### src/rtl/shift_deser.sv
// Serial-to-parallel receiver: frames SHIFT_WIDTH bits after a start strobe and
// presents each completed word through a one-entry valid/ready output register.
module shift_deser #(
    parameter int    SHIFT_WIDTH     = 4,
    parameter string SHIFT_DIRECTION = "LEFT",
    parameter int    CNT_WIDTH       = 3
) (
    input  logic                   clk,
    input  logic                   aclr_n,
    input  logic                   sclr,
    input  logic                   en,
    input  logic                   start,
    input  logic                   shiftin,
    input  logic                   q_ready,
    output logic [SHIFT_WIDTH-1:0] q,
    output logic                   q_valid,
    output logic                   busy,
    output logic                   overrun,
    output logic                   frame_err
);

    typedef enum logic {IDLE, SHIFT} state_t;

    localparam bit                  DIR_RIGHT = (SHIFT_DIRECTION == "RIGHT");
    localparam logic [CNT_WIDTH-1:0] CNT_LAST  = CNT_WIDTH'(SHIFT_WIDTH - 1);
    localparam logic [CNT_WIDTH-1:0] CNT_ONE   = CNT_WIDTH'(1);

    state_t                 state, state_nxt;
    logic [SHIFT_WIDTH-1:0] sh, sh_nxt, shifted, fresh, q_nxt;
    logic [CNT_WIDTH-1:0]   cnt, cnt_nxt;
    logic                   q_valid_nxt, overrun_nxt, frame_err_nxt;
    logic                   done, pop;

    // fresh = the current bit loaded as bit 0 of a new word (start or resync)
    generate
        if (DIR_RIGHT) begin : g_right
            assign shifted = {shiftin, sh[SHIFT_WIDTH-1:1]};
            assign fresh   = {shiftin, {(SHIFT_WIDTH-1){1'b0}}};
        end else begin : g_left
            assign shifted = {sh[SHIFT_WIDTH-2:0], shiftin};
            assign fresh   = {{(SHIFT_WIDTH-1){1'b0}}, shiftin};
        end
    endgenerate

    always_comb begin
        state_nxt     = state;
        sh_nxt        = sh;
        cnt_nxt       = cnt;
        frame_err_nxt = frame_err;
        done          = 1'b0;
        if (en) begin
            if (state == IDLE) begin
                if (start) begin
                    sh_nxt    = fresh;
                    cnt_nxt   = CNT_ONE;
                    state_nxt = SHIFT;
                end
            end else begin
                if (start) begin
                    sh_nxt        = fresh;
                    cnt_nxt       = CNT_ONE;
                    frame_err_nxt = 1'b1;
                end else if (cnt == CNT_LAST) begin
                    done      = 1'b1;
                    sh_nxt    = shifted;
                    cnt_nxt   = '0;
                    state_nxt = IDLE;
                end else begin
                    sh_nxt  = shifted;
                    cnt_nxt = cnt + CNT_ONE;
                end
            end
        end

        // A pop on the completing edge frees the slot for the new word
        pop         = q_valid & q_ready;
        q_nxt       = q;
        q_valid_nxt = q_valid;
        overrun_nxt = overrun;
        if (done) begin
            if (!q_valid || pop) begin
                q_nxt       = shifted;
                q_valid_nxt = 1'b1;
            end else begin
                overrun_nxt = 1'b1;
            end
        end else if (pop) begin
            q_valid_nxt = 1'b0;
        end
    end

    always_ff @(posedge clk or negedge aclr_n) begin
        if (!aclr_n) begin
            state     <= IDLE;
            sh        <= '0;
            cnt       <= '0;
            q         <= '0;
            q_valid   <= 1'b0;
            overrun   <= 1'b0;
            frame_err <= 1'b0;
        end else if (sclr) begin
            state     <= IDLE;
            sh        <= '0;
            cnt       <= '0;
            q         <= '0;
            q_valid   <= 1'b0;
            overrun   <= 1'b0;
            frame_err <= 1'b0;
        end else begin
            state     <= state_nxt;
            sh        <= sh_nxt;
            cnt       <= cnt_nxt;
            q         <= q_nxt;
            q_valid   <= q_valid_nxt;
            overrun   <= overrun_nxt;
            frame_err <= frame_err_nxt;
        end
    end

    assign busy = (state == SHIFT);

endmodule

### config.mk
export PLATFORM = sky130hd
export DESIGN_NAME = shift_deser
export DESIGN_NICKNAME = d
export VERILOG_FILES = /design/src/rtl/shift_deser.sv
export SDC_FILE = /design/constraint.sdc
export NUM_CORES = 1
export LEC_CHECK = 0
export BUFFER_PORTS_ARGS = -buffer_cell sky130_fd_sc_hd__buf_2
export CORE_MARGIN = 4
export CORE_UTILIZATION = 50
export DETAILED_ROUTE_END_ITERATION = 10
export PLACE_DENSITY = 0.78
export SLEW_MARGIN = 15
export SYNTH_ARGS = -nofsm -noshare
export SYNTH_HDL_FRONTEND = slang
export SYNTH_SLANG_ARGS = --single-unit
### constraint.sdc
create_clock -name clk -period 1.8 [get_ports clk]
set_clock_uncertainty 0.1 [all_clocks]
set_input_delay 0.27 -clock clk [delete_from_list [all_inputs] [get_ports clk]]
set_output_delay 0.27 -clock clk [all_outputs]
set_load 0.02 [all_outputs]
* After elaboration in Yosys (flattened, before gate mapping)
Index checks and enable logic that the tools add are counted.
Storage, ports and cells: register bits 14, bits in latches 0, RAM bits 0, ROM bits 0, input bits 7, output and inout bits 8, word-level logic and storage cells 61, memories kept 0
Cells by class: add/subtract/negate cells 1, $mul 0, div/mod/pow operators 0, order comparisons 0, equal/unequal tests 3, shift operators 0, muxes and demuxes 35, bitwise logic cells 1, reductions and logical operators 14
Operator list (number):
- 3-bit two-way mux | 11
- 1-bit two-way mux | 21
- 4-bit two-way mux | 3
- 2-bit nonzero test | 5
- 2-bit AND reduction | 4
- 3-bit nonzero test | 2
- 3-bit by 1-bit adder with 3-bit output, second input constant | 1
- 3-bit by 2-bit equality test with 1-bit output, second input constant | 1
- 3-bit by 2-bit inequality test with 1-bit output, second input constant | 1
- 3-bit AND reduction | 1
- 2-bit inequality test, second input constant | 1
- 1-bit AND | 1
- 1-bit zero test | 1
- 1-bit logical OR | 1

* Depth between registers and ports, before layout
Gate-level depths: netlist of run 1.
depth in word-level cells 7, mapped depth 4, mapped depth without buffers 4

* Worst setup path after synthesis of run 1
Ideal clock, no wire load.
path type register to register, start point register cnt[0], end point register q[0], setup time 0.079 ns, arrival time 1.228 ns, data required time 1.621 ns, setup slack 0.392 ns, stages on the path, launching flop included 5, path buffers 0, period minus slack after synthesis 1.408 ns, path through dfrtp_1 ha_1 nand2b_4 nor4_4 mux2i_1
Between the ends: word-level cells in the longest chain between the ends 7
Ends and longest elaborated chain:
- from (decl) | RTL line 30 | logic [CNT_WIDTH-1:0] cnt, cnt_nxt;
- from (signal assigned) | RTL line 112 | cnt <= cnt_nxt;
- 3-bit by 2-bit equality test with 1-bit output | RTL line 63 | end else if (cnt == CNT_LAST) begin
- 1-bit two-way mux | RTL line 63
- 1-bit two-way mux | RTL line 59 | if (start) begin
- 1-bit two-way mux | RTL line 52 | if (state == IDLE) begin
- 1-bit two-way mux | RTL line 51 | if (en) begin
- 2-bit nonzero test (no line)
- 2-bit AND reduction (no line)
- to (signal assigned) | RTL line 113 | q <= q_nxt;
- to (decl) | RTL line 15 | output logic [SHIFT_WIDTH-1:0] q,
Every way passes these cells. A chain may end at the register's enable or synchronous reset.

* Worst setup path after layout of run 1
start point register cnt[0], end point register q[3]
Same word-level chain as after synthesis.

==> results of run 1 <==
cell families after synthesis:
family	after synthesis	share of synthesized area [%]
buffers and inverters	4	2.26
AO/OA/AOI/OAI	12	11.3
flip-flops	14	52.6
adder cells (fa/ha/maj)	1	1.88
AND/OR/NAND/NOR	25	24.4
multiplexers	5	7.52
registers in the layout (all words and copies together), names as in the netlist:
register	flops
q	4
overrun	1
sh	3
busy	1
cnt	3
q_valid	1
frame_err	1
layer usage:
metal,GRT usage (%),up-vias,wire [um]
li1,-,243,-
met1,17.1,249,555
met2,25.2,14,622
met3,4.88,2,51
met4,3.61,0,12
met5,0,-,0
worst register-to-register path, stage by stage (launching register included):
cell,delay (ps)
dfrtp_1,380
ha_1,250
nand2b_4,90
nor4_4,410
mux2i_1,250
report_power, final:
| part | internal (mW) | switching (mW) | total, mW |
|---|---|---|---|
| Sequential | 0.320 | 0.00628 | 0.326 |
| Combinational | 0.0193 | 0.0313 | 0.0506 |
| Clock | 0.123 | 0.0979 | 0.221 |
| Total | 0.462 | 0.135 | 0.598 |
worst max path at each step:
stage	start	endpoint	slack, ps	depth (start not counted)
floorplan	cnt[0]	q[0]	390	4
global placement	cnt[0]	q[0]	310	4
detailed placement	cnt[0]	q[3]	260	4
CTS	cnt[0]	q[3]	230	4
global route	cnt[0]	q[3]	150	4
finish	cnt[0]	q[3]	250	4
cell usage in the layout (no fill, tap or decap), drive strengths merged:
cell type / count
a31oi: 3
dlygate4sd3: 1
nand2b: 9
nor2b: 2
clkbuf: 4
dfrtp: 14
nor2: 8
a22oi: 2
nand2: 2
and3b: 1
nand3b: 1
o21ai: 2
mux2i: 5
nor3b: 1
a32oi: 1
buf: 14
ha: 1
nor4: 1
a21oi: 3
o31ai: 1
inv: 2
cell type report:
type	instances	area, um^2	share of cell area, %
well taps	14	17.5	2.21
multi-input cells	43	300	37.9
repair buffers	15	80.1	10.1
inverters	2	7.51	0.948
clock buffers	4	36.3	4.58
flip-flops and latches	14	350	44.2
stage by stage:
step | instances | hold WS [ps] | util (%) | power, mW
finish | 92 | 170 | 66.8 | 0.598
floorplan | 61 | -126 | - | 0.358
global placement | 87 | 79.0 | 62.9 | 0.381
detailed placement | 87 | 81.7 | 62.9 | 0.382
global route | 92 | 165 | 66.8 | 0.630
CTS | 92 | 167 | 66.8 | 0.605
==> impl_metrics.toml, run 1 <==
[logic_synthesis]
yosysWarnings = 0
synth_edf_count = 0
syn_area_per_cell_um2 = 10.9
synthTopCellsByArea = "dfrtp_1 (53%), mux2i_1 (7.5%), nand2b_1 (7.5%)"
synth_top_area_share_pct = 52.6
mappedNetlistNets = 69
synthArstFlopShare_pct = 100
synth.most_common_cell = "dfrtp_1"
ys_types = 21
netlist_instances = 61
ys_seq_area_share_pct = 52.6
ys.flop_type = "dfrtp_1"
ys_ff_latch = 14
syn_area_um2 = 666
synth_top_area_cell = "dfrtp_1"
synth_commonest_cells = "dfrtp_1 (14), nand2b_1 (8), nor2_1 (8), mux2i_1 (5)"

[job]
cap_violations = 0

[floorplan]
die_area_um2 = 1980
io_pins = 15
chipWidth_um = 44.5
row_count = 12
die_y_um = 44.5
initial_core_util_pct = 56.1
core_um2 = 1190

[cells_and_area]
syn_to_final_growth_pct = 19.0
fillCellCount = 97
final_area_um2 = 792
antenna_cells = 0
nets = 87
drive_above_1_share_pct = 28.2

[clock_tree]
cts_max_level = 1
ctsResizeCount = 0
cts_hold_buf = 1
post_cts_buffers = 0
clk_pin_slew_worst_paths_ps = 80
clock-sinks = 14
clk_latency_ps = 270
root_buffer = "clkbuf_4"
tritoncts.num_buffers = 3
cts_tree = "built"
clock_path_buffers = 2

[global_routing]
grt_start_max_net_pins = 20
grt_antenna_before_repair = 0
overflow = 0
grt_first_pass_wirelength_um = 2130
grt_pass1_vias = 502
grt_use_total_pct = 14.6

[sta]
setup_viol = 0
hold_viol_final = 0
period_needed_ps = 1550
max_clock_freq_mhz = 644
final.period_utilization_pct = 86.2
tns_ps = 0
worstMarginPinSlew_ps = 504
rsz0062_at_grt = "false"
slew_headroom_pct = 66.0
slew_viol_final = 0
fin_ws_ps = 248

[setup_path]
required_ps = 1890
rr_startpoint = "cnt[0]"
r2r-end = "q[3]"
r2r_slack_ps = 250
start_kind = "flop"
worstRegToRegCells = 4
path_max_fanout = 4
cp_top_family = "simple AND/OR/NAND/NOR gates"
crit_chain = "ha_1 > nand2b_4 > nor4_4 > mux2i_1"
worstPathArrival_ps = 1650
cp-end-kind = "flop"
slowest_stage = "nor4_4"
worst-path-buf-inv = 0
path_class = "reg -> reg"
cpPeakStageDelay_ps = 410

[drt]
wl_per_cell_um = 13.5
drt_iter0_drc = 11
drc = 0
ant_nets = 0
vias = 508
drt-total-wl_um = 1240
dr.pass1.iters = 4
via_per_inst = 5.52

[placement]
dp_slack_ps = 263
gp_congestion = 0.774
dp_hpwl_um = 916
numPortBuffers = 14
place_area_um2 = 746

[power]
p_leak_nw = 0.379
ir_drop_uv = 657
powerDensity_nw_per_um2 = 755

[outcome]
run_status = "complete, no violations"

[worst_hold_path]
min_from = "shiftin"
whs_path_depth = 3
hold-path-endpoint = "q[0]"
hold_path_class = "in -> reg"
(Power assumes the default switching activity.)
==> run 2: changes to the inputs <==
- CTS_BUF_LIST: not set -> sky130_fd_sc_hd__clkbuf_2
==> impl_metrics.toml, run 2 (same netlist as run 1, synthesis figures left out) <==
[sta]
hold_viol_final = 0
hold-worst-slack_ps = 154
period_needed_ps = 1570
final.period_utilization_pct = 87.4
worstMarginPinSlew_ps = 508
max_clock_freq_mhz = 636
tns_ps = 0
fin_ws_ps = 227
setup_viol = 0
slew_headroom_pct = 65.8
slew_viol_final = 0
rsz0062_at_grt = "false"

[setup_path]
cpPeakStageDelay_ps = 410
r2r_slack_ps = 230
crit_chain = "ha_1 > nand2b_4 > nor4_4 > mux2i_1"
worstPathArrival_ps = 1670
path_max_fanout = 4
start_kind = "flop"
rr_startpoint = "cnt[0]"
required_ps = 1890
r2r-end = "q[3]"
slowest_stage = "nor4_4"
cp-end-kind = "flop"
path_class = "reg -> reg"
worstRegToRegCells = 4

[clock_tree]
clk_latency_ps = 280
tritoncts.num_buffers = 3
clock_path_buffers = 2
clk_pin_slew_worst_paths_ps = 130
root_buffer = "clkbuf_2"
clock-sinks = 14
cts_tree = "built"
cts_max_level = 1
ctsResizeCount = 0

[drt]
vias = 502
ant_nets = 0
drc = 0
dr.pass1.iters = 4
drt-total-wl_um = 1230
via_per_inst = 5.46
wl_per_cell_um = 13.4
drt_iter0_drc = 9

[power]
power.switching_mw = 0.134
seqPwrFrac_pct = 62.6
powerDensity_nw_per_um2 = 674
p_leak_nw = 0.372
combPwrFrac_pct = 9.7
clockPowerShare_pct = 27.8
p_int_mw = 0.388
power_mw = 0.522
ir_drop_uv = 456
p_sw_share_pct = 25.7

[worst_hold_path]
hold_path_class = "in -> reg"
whs_path_depth = 3
min_from = "shiftin"
hold-path-endpoint = "q[0]"

[cells_and_area]
nets = 87
final_cells = 92
final_util_pct = 65.3
fillCellCount = 100
drive_above_1_share_pct = 26.9
reg_top3 = "q x4, cnt x3, sh x3"
largest_register = "q"
final_area_um2 = 774
syn_to_final_growth_pct = 16.4
seq_area_um2 = 350
antenna_cells = 0
multi_input_area_um2 = 300
final_cell_mix = "dfrtp_1 (14), buf_2 (14), nor2_1 (8), nand2b_1 (8), mux2i_1 (5)"
largest_register_ffs = 4

[placement]
placedCellCount = 87
gp_congestion = 0.774
numPortBuffers = 14
place_area_um2 = 746
dp_hpwl_um = 916
dp_slack_ps = 263

[floorplan]
core_um2 = 1190
die_area_um2 = 1980
die_y_um = 44.5
row_count = 12
initial_core_util_pct = 56.1
chipWidth_um = 44.5
io_pins = 15

[global_routing]
grt_start_max_net_pins = 20
grt_first_pass_wirelength_um = 2110
grt_pass1_vias = 505
grt_antenna_before_repair = 0
grt_use_total_pct = 14.6
overflow = 0

[job]
cap_violations = 0

[outcome]
run_status = "complete, no violations"
==> run 2: cell types whose count changed in the layout (fill, tap and decap cells not counted), sizes merged <==
cell    previous run  this run
clkbuf             4         3
clkinv             0         1
==> run 2: metal layers <==
layer  up-vias  global-route usage [%]  part of all wire [%]
met4         0                    7.23                   1.9
met1       245                    16.9                    46
met3         4                    3.66                   3.6
met2        10                    24.6                    49
li1        243                       -                     -
met5         -                       0                     0
==> run 2: power groups by stage <==
stage                     clock network (mW)  logic (mW)  registers (mW)
after floorplan                            0      0.0244           0.334
after global placement                     0      0.0488           0.332
after detailed placement                   0      0.0494           0.332
after CTS                              0.152      0.0511           0.326
after global routing                   0.169      0.0566           0.327
final                                  0.145      0.0505           0.327
==> run 2: critical path, delay by kind of cell, from the launching register on <==
kind / cells / cell delay (ps)
adders and majority gates: 1 / 250
muxes: 1 / 250
DFF: 1 / 390
and+or+nand+nor: 2 / 500
==> run 2: what timing repair did <==
action | in CTS | in global routing
endpoints found under the hold margin | 14 | 0
hold buffers | 1 | 0
buffers inserted | 0 | 0
==> run 2: cell type report <==
| type | instances | share of cell area [%] |
|---|---|---|
| Inverter | 2 | 0.969 |
| Tap cell | 14 | 2.26 |
| Timing Repair Buffer | 15 | 10.3 |
| Clock inverter | 1 | 0.485 |
| Multi-Input combinational cell | 43 | 38.8 |
| Clock buffer | 3 | 1.94 |
| Sequential cell | 14 | 45.2 |
==> run 2: worst max-delay path by stage <==
stage | start | end | slack [ps]
floorplan | cnt[0] | q[0] | 390
global placement | cnt[0] | q[0] | 310
detailed placement | cnt[0] | q[3] | 260
CTS | cnt[0] | q[3] | 210
global route | cnt[0] | q[3] | 120
finish | cnt[0] | q[3] | 230
==> run 3: changes to the inputs <==
- CORE_UTILIZATION: 50 -> 41
- GPL_TIMING_DRIVEN: not set -> 0
- PLACE_DENSITY: 0.78 -> 0.66
==> impl_metrics.toml, run 3 (same netlist as run 1, synthesis figures left out) <==
[outcome]
run_status = "complete, no violations"

[cells_and_area]
layout_commonest_cell = "dfrtp_1"
reg_top3 = "q x4, cnt x3, sh x3"
final_area_um2 = 779
antenna_cells = 0
largest_register = "q"
drive_above_1_share_pct = 25.3
final_cell_mix = "dfrtp_1 (14), buf_2 (13), nor2_1 (8), nand2b_1 (8), mux2i_1 (5)"
nets = 88
syn_to_final_growth_pct = 17.1
final_cells = 95
final_util_pct = 51.1
largest_register_ffs = 4

[setup_path]
cpPeakStageDelay_ps = 440
path_class = "reg -> reg"
slowest_stage = "nor4_4"
start_kind = "flop"
path_max_fanout = 4
required_ps = 1890
cp-end-kind = "flop"
worstPathArrival_ps = 1690
crit_chain = "ha_1 > nand2b_4 > nor4_4 > mux2i_1"

[placement]
gp_congestion = 0.814
placedCellCount = 90
place_area_um2 = 751
dp_hpwl_um = 889
numPortBuffers = 13

[sta]
tns_ps = 0
period_needed_ps = 1590
setup_viol = 0
slew_viol_final = 0
slew_headroom_pct = 67.1
worstMarginPinSlew_ps = 488
hold_viol_final = 0
max_clock_freq_mhz = 628
rsz0062_at_grt = "false"
final.period_utilization_pct = 88.5
hold-worst-slack_ps = 166

[floorplan]
die_y_um = 48.3
die_area_um2 = 2330
initial_core_util_pct = 43.7
io_pins = 15
row_count = 14
chipWidth_um = 48.3
core_um2 = 1520

[power]
power.switching_mw = 0.137
combPwrFrac_pct = 9.7
p_leak_nw = 0.371
ir_drop_uv = 505
seqPwrFrac_pct = 62.2
p_int_mw = 0.388
clockPowerShare_pct = 28.1
powerDensity_nw_per_um2 = 674
p_sw_share_pct = 26.1

[drt]
drt-total-wl_um = 1270
drc = 0
dr.pass1.iters = 4
ant_nets = 0
drt_iter0_drc = 14
via_per_inst = 5.51
top_layer_used = "met4"
wl_met1_um = 524
vias = 523
met3_length_um = 68
met2_length_um = 660
wl_per_cell_um = 13.3

[global_routing]
overflow = 0
grt_use_total_pct = 13.4
grt_start_max_net_pins = 15
grt_first_pass_wirelength_um = 2090
grt_antenna_before_repair = 0
grt_pass1_vias = 482

[job]
cap_violations = 0

[clock_tree]
cts_tree = "built"
cts_max_level = 1
cts_hold_buf = 1
root_buffer = "clkbuf_2"
ctsResizeCount = 0
clock-sinks = 14
post_cts_buffers = 0
tritoncts.num_buffers = 3
clk_latency_ps = 280
clk_pin_slew_worst_paths_ps = 110
clock_path_buffers = 2

[worst_hold_path]
hold_path_class = "in -> reg"
run 3: cell types whose count changed in the layout (fill, tap and decap cells not counted):
cell / previous run / this run
clkbuf_1: 0 / 2
buf_2: 14 / 13
run 3: final timing paths:
path                               from       to  slack (ps)  depth (start not counted)
worst min-delay path            shiftin    sh[0]         170                          3
worst max-delay path             cnt[0]     q[0]         210                          4
worst min register to register  overrun  overrun         410                          2
max in group asynchronous        aclr_n     busy        1030                          2
worst max register to register   cnt[0]     q[0]         210                          4
min in group asynchronous        aclr_n   cnt[2]         300                          2
run 3: critical path, delay by kind of cell (launching register included):
family / cells / cell delay (ps)
multiplexers: 1 / 240
flip-flops: 1 / 400
adder cells (fa/ha/maj): 1 / 260
AND/OR/NAND/NOR: 2 / 540
run 3: power groups by stage:
stage | registers, mW | logic [mW] | clock network (mW)
floorplan | 0.334 | 0.0244 | 0
global placement | 0.332 | 0.0490 | 0
detailed placement | 0.332 | 0.0497 | 0
CTS | 0.326 | 0.0518 | 0.155
global route | 0.328 | 0.0586 | 0.168
finish | 0.327 | 0.0508 | 0.148
run 3: metal layers:
| layer | track usage [%] | vias up |
|---|---|---|
| li1 | - | 250 |
| met1 | 15.8 | 258 |
| met2 | 22.7 | 13 |
| met3 | 5.54 | 2 |
| met4 | 3.23 | 0 |
| met5 | 0 | - |
run 3: cell type report:
class | count | area, um^2
inverters | 2 | 7.51
plain buffers | 2 | 7.51
multi-input cells | 43 | 300
flip-flops and latches | 14 | 350
fillers | 142 | 744
well taps | 16 | 20.0
clock buffers | 3 | 15.0
repair buffers | 14 | 75.1
clock inverters | 1 | 3.75
run 3: metrics by stage:
step | power, mW | setup WS, ps
global placement | 0.381 | 236
CTS | 0.533 | 173
global route | 0.554 | 53.9
detailed placement | 0.382 | 208
floorplan | 0.358 | 392
finish | 0.525 | 207
